[src/rtl/execute_cycle.sv]
// Execute stage: operand forwarding, ALU, beq resolution, branch target,
// and the EX/MEM pipeline register feeding the memory stage.
//
// Ports:
//   clk, rst               clock, synchronous active-high reset
//   RegWriteE..PCPlus4E    ID/EX controls and operands from decode
//   ForwardAE/ForwardBE    operand source selects (00 reg, 01 WB, 10 MEM)
//   ResultW                writeback-stage result for forwarding
//   HoldM                  freeze the EX/MEM register
//   PCSrcE, PCTargetE      combinational branch decision and target
//   *M outputs             registered EX/MEM bundle
module execute_cycle #(
    parameter int XLEN       = 32,
    parameter int REG_ADDR_W = 5
) (
    input  logic                  clk,
    input  logic                  rst,
    input  logic                  RegWriteE,
    input  logic                  ALUSrcE,
    input  logic                  MemWriteE,
    input  logic                  ResultSrcE,
    input  logic                  BranchE,
    input  logic [2:0]            ALUControlE,
    input  logic [XLEN-1:0]       RD1_E,
    input  logic [XLEN-1:0]       RD2_E,
    input  logic [XLEN-1:0]       Imm_Ext_E,
    input  logic [REG_ADDR_W-1:0] RD_E,
    input  logic [XLEN-1:0]       PCE,
    input  logic [XLEN-1:0]       PCPlus4E,
    input  logic [1:0]            ForwardAE,
    input  logic [1:0]            ForwardBE,
    input  logic [XLEN-1:0]       ResultW,
    input  logic                  HoldM,
    output logic                  PCSrcE,
    output logic [XLEN-1:0]       PCTargetE,
    output logic                  RegWriteM,
    output logic                  MemWriteM,
    output logic                  ResultSrcM,
    output logic [REG_ADDR_W-1:0] RD_M,
    output logic [XLEN-1:0]       ALUResultM,
    output logic [XLEN-1:0]       WriteDataM,
    output logic [XLEN-1:0]       PCPlus4M
);

    logic [XLEN-1:0]       w_src_a;
    logic [XLEN-1:0]       w_wdata;
    logic [XLEN-1:0]       w_src_b;
    logic [XLEN-1:0]       w_alu;
    logic                  w_zero;

    logic                  r_regwrite;
    logic                  r_memwrite;
    logic                  r_resultsrc;
    logic [REG_ADDR_W-1:0] r_rd;
    logic [XLEN-1:0]       r_alu;
    logic [XLEN-1:0]       r_wdata;
    logic [XLEN-1:0]       r_pcplus4;

    // Forwarding from MEM uses our own registered result, so a held
    // EX/MEM register keeps supplying the held value.
    always_comb begin
        w_src_a = RD1_E;
        case (ForwardAE)
            2'b01:   w_src_a = ResultW;
            2'b10:   w_src_a = r_alu;
            default: w_src_a = RD1_E;
        endcase
    end

    always_comb begin
        w_wdata = RD2_E;
        case (ForwardBE)
            2'b01:   w_wdata = ResultW;
            2'b10:   w_wdata = r_alu;
            default: w_wdata = RD2_E;
        endcase
    end

    assign w_src_b = ALUSrcE ? Imm_Ext_E : w_wdata;

    always_comb begin
        w_alu = '0;
        case (ALUControlE)
            3'b000: w_alu = w_src_a + w_src_b;
            3'b001: w_alu = w_src_a - w_src_b;
            3'b010: w_alu = w_src_a & w_src_b;
            3'b011: w_alu = w_src_a | w_src_b;
            3'b100: w_alu = w_src_a ^ w_src_b;
            3'b101: w_alu = {{(XLEN-1){1'b0}},
                             $signed(w_src_a) < $signed(w_src_b)};
            3'b110: w_alu = {{(XLEN-1){1'b0}}, w_src_a < w_src_b};
            3'b111: w_alu = w_src_b;
            default: w_alu = '0;
        endcase
    end

    assign w_zero    = (w_alu == '0);
    assign PCSrcE    = BranchE & w_zero;
    assign PCTargetE = PCE + Imm_Ext_E;

    always_ff @(posedge clk) begin
        if (rst) begin
            r_regwrite  <= 1'b0;
            r_memwrite  <= 1'b0;
            r_resultsrc <= 1'b0;
            r_rd        <= '0;
            r_alu       <= '0;
            r_wdata     <= '0;
            r_pcplus4   <= '0;
        end else if (!HoldM) begin
            r_regwrite  <= RegWriteE;
            r_memwrite  <= MemWriteE;
            r_resultsrc <= ResultSrcE;
            r_rd        <= RD_E;
            r_alu       <= w_alu;
            r_wdata     <= w_wdata;
            r_pcplus4   <= PCPlus4E;
        end
    end

    assign RegWriteM  = r_regwrite;
    assign MemWriteM  = r_memwrite;
    assign ResultSrcM = r_resultsrc;
    assign RD_M       = r_rd;
    assign ALUResultM = r_alu;
    assign WriteDataM = r_wdata;
    assign PCPlus4M   = r_pcplus4;

endmodule

[config.mk]
export PLATFORM = sky130hd
export DESIGN_NAME = execute_cycle
export DESIGN_NICKNAME = d
export VERILOG_FILES = /design/src/rtl/execute_cycle.sv
export SDC_FILE = /design/constraint.sdc
export NUM_CORES = 1
export LEC_CHECK = 0
export ABC_CLOCK_PERIOD_IN_PS = 25800
export BUFFER_PORTS_ARGS = -buffer_cell sky130_fd_sc_hd__buf_2
export CAP_MARGIN = 15
export CORE_MARGIN = 4
export CORE_UTILIZATION = 35
export CTS_CLUSTER_DIAMETER = 150
export DETAILED_ROUTE_END_ITERATION = 8
export PLACE_DENSITY = 0.63
export REMOVE_ABC_BUFFERS = 1
export SLEW_MARGIN = 20
export SYNTH_ARGS = -nofsm -noshare
export SYNTH_HDL_FRONTEND = slang
export SYNTH_SLANG_ARGS = --single-unit
[constraint.sdc]
create_clock -name clk -period 25.8 [get_ports clk]
set_input_delay 6.45 -clock clk [delete_from_list [all_inputs] [get_ports clk]]
set_output_delay 6.45 -clock clk [all_outputs]
set_load 0.005 [all_outputs]
==> results.tsv <==
metric	value	unit
Area contributors post-synth	dfxtp_1 (17%), ha_1 (13%), a21oi_1 (6.9%), nor2_1 (6.9%), o21ai_0 (5.4%)	
Yosys top cell by area	dfxtp_1	
Combinational Power Share	0.538	
synthesized flop and latch total	104	
Int Pwr	387	uW
Final #Nets	2385	
critical path startpoint category	primary input	
hold path start	WriteDataM[2]	
utilization after layout	0.423	
sequential power share	0.256	
CP endpoint kind	primary output	
Worst Hold End	WriteDataM[2]	
fin area	14700	sq um
synth warn	0	
Die ar.	38500	sq um
Top FF cell, synth	dfxtp_1	
cells after synthesis	1778	
R2R Setup Slk	21180	ps
status	complete, no violations	
Worst Hold Depth	2	
ANT cells	0	
Clock Power Share	0.206	
setup slack after layout	7140	ps
Critical Path RT	19350	ps
vias in the first global route	14051	
CTS-repair resized insts	0	
placed insts	2483	
most common cell after layout, fill and taps aside	buf_2	
die span in y	196	microns
clk slew on worst S/H paths	80	ps
# DRC	0	
Sw Ratio	0.456	
fin. max-slew vios	0	
max-cap viol count	0	
final std cells w/o fill	2499	
clk_skew	23.0	ps
Avg Inst Size Synth	6.97	sq um
Sinks on Clock Net	104	
relative slew slack	0.284	
Cell Pwr Density	48.3	nW/um^2
Skew-Pair Late Insertion Delay	400	ps
pre-CTS WS	7210	ps
Cell Area, Placed	14400	sq um
Final Hold Violating Endpoints	0	
Yosys top cell area share	0.168	
largest net degree at the start of global routing	105	
Cell variety after synth	80	
R2R Path Start	ALUResultM[0]	
Setup CP Type	in -> out	
Initial Util	0.357	
Ports	349	
Mapped Area	12400	sq um
Register Area	2080	sq um
crit path DAT	12210	ps
CTS tree	built	
router iterations before antenna repair	6	
CTS buffer count	9	
R2R depth	16	
area of the multi-input gates	9420	sq um
port bufs	348	
Cell Rows	68	
antenna viol nets, final	0	
CP max FO	35	
Area Growth Syn to Fin	18.7	%
setup TNS	0	ps
Worst Setup SP	ForwardBE[0]	
count of final setup violators	0	
via count	14487	
H-tree depth	3	
worst slew pin tran	1070	ps
Leak	0.00696	uW
CTS Buffer Depth	2	
most frequent cells in the layout	buf_2 (346), nor2_1 (226), a21oi_1 (171)	
total congestion overflow	0	
VDD IR max	42.7	uV
Total Routed Length	51.3	mm
hold_buf cts	0	
Layout fillers	3771	
Vias/cell	5.80	
core area	34700	sq um
share of cells above drive strength 1	0.204	
Max Fclk	53.6	MHz
Starting DRT DRC Count	1119	
Post-CTS Setup Bufs	0	
root buf cell	clkbuf_16	
die width	196	microns
share of the yosys chip area belonging to registers	0.168	
Placer Congestion	0.952	
Post-synth ARST share	0	
Post-synth EDFFs	0	
crit share post-route	0.723	
P_sw	323	uW
drt wl/cell	20.5	microns
min cycle time layout	18660	ps
GRT Resource Usage Total	0.254	
min-delay worst type	reg -> reg	
RSZ-0062 raised after global routing	false	
DPL Wire Length	38.4	mm
first-pass GRT wire length	78.7	mm
RR Endpoint	ALUResultM[30]	
initial antenna violation count	0	
-- routing by layer --
layer	part of all wire	vias up	GRT usage	wire length (microns)
met5	0	-	0	0
met4	0.034	0	0.0897	1750
met3	0.079	96	0.0582	4030
met2	0.46	621	0.418	23600
met1	0.43	6814	0.326	21900
li1	-	6956	-	-
-- critical path, cell delays in order --
cell	delay (ps)
buf_2	90
inv_1	40
ha_1	270
buf_4	280
inv_1	100
buf_4	380
o21ai_0	190
o21ai_0	400
ha_1	280
fa_1	240
nor2b_1	80
o31ai_2	290
a31oi_1	320
a211o_1	460
a311oi_1	640
mux2i_1	260
nand4_1	130
or2_2	320
nor4_1	270
nand4_1	210
nor3_2	300
buf_2	170
-- cell type report --
type,count,area share
inverters,113,0.0289
clock inverters,6,0.00409
well taps,455,0.0387
clock buffers,10,0.0156
repair buffers,369,0.130
multi-input cells,1442,0.641
flip-flops and latches,104,0.142
-- power groups by stage --
stage	clock (uW)	combinational (uW)	sequential (uW)
final	147	382	181
after global routing	156	422	183
after CTS	152	378	181
after detailed placement	0	376	185
after global placement	0	373	185
after floorplan	0	241	185
-- logic make-up after synthesis --
family | synth area share
adders and majority gates | 0.137
and+or+nand+nor | 0.213
DFF | 0.168
muxes | 0.0498
xor gates and xnor gates | 0.0290
buffers and inverters | 0.0716
AOI/OAI and AO/OA | 0.331
-- sequential cells by signal, summed over array words and instances (netlist names) --
signal,cells
ResultSrcM,1
MemWriteM,1
WriteDataM,32
RD_M,5
RegWriteM,1
ALUResultM,32
PCPlus4M,32
-- Yosys cell counts (all sizes together), types with 7 or more instances --
| cell | count |
|---|---|
| a211o | 9 |
| nand4 | 16 |
| clkbuf | 97 |
| and3 | 11 |
| nor2b | 28 |
| o211ai | 13 |
| xnor2 | 33 |
| a221oi | 12 |
| o21a | 36 |
| nor4 | 13 |
| buf | 22 |
| nand3 | 20 |
| ha | 131 |
| inv | 111 |
| mux2i | 56 |
| a31oi | 20 |
| or3 | 8 |
| a2111oi | 7 |
| o21ai | 142 |
| o31ai | 13 |
| a22oi | 35 |
| a21oi | 171 |
| xor2 | 8 |
| a211oi | 18 |
| nand2 | 164 |
| dfxtp | 104 |
| o221ai | 8 |
| a21o | 24 |
| nor3 | 50 |
| a221o | 33 |
| nor2 | 228 |
| o22ai | 21 |
| nand2b | 18 |
-- per-stage QoR --
stage                     hold WS (ps)  power (uW)
after CTS                          463         711
after floorplan                    449         426
after global routing               492         761
after detailed placement           450         561
after global placement             449         558
final                              463         710
-- how the worst max path moves through the flow --
stage,depth (start not counted),to
after global placement,22,PCSrcE
after detailed placement,22,PCSrcE
after CTS,22,PCSrcE
after global routing,22,PCSrcE
after floorplan,18,PCSrcE
final,22,PCSrcE
No activity file was read; power rests on OpenSTA's default activity.
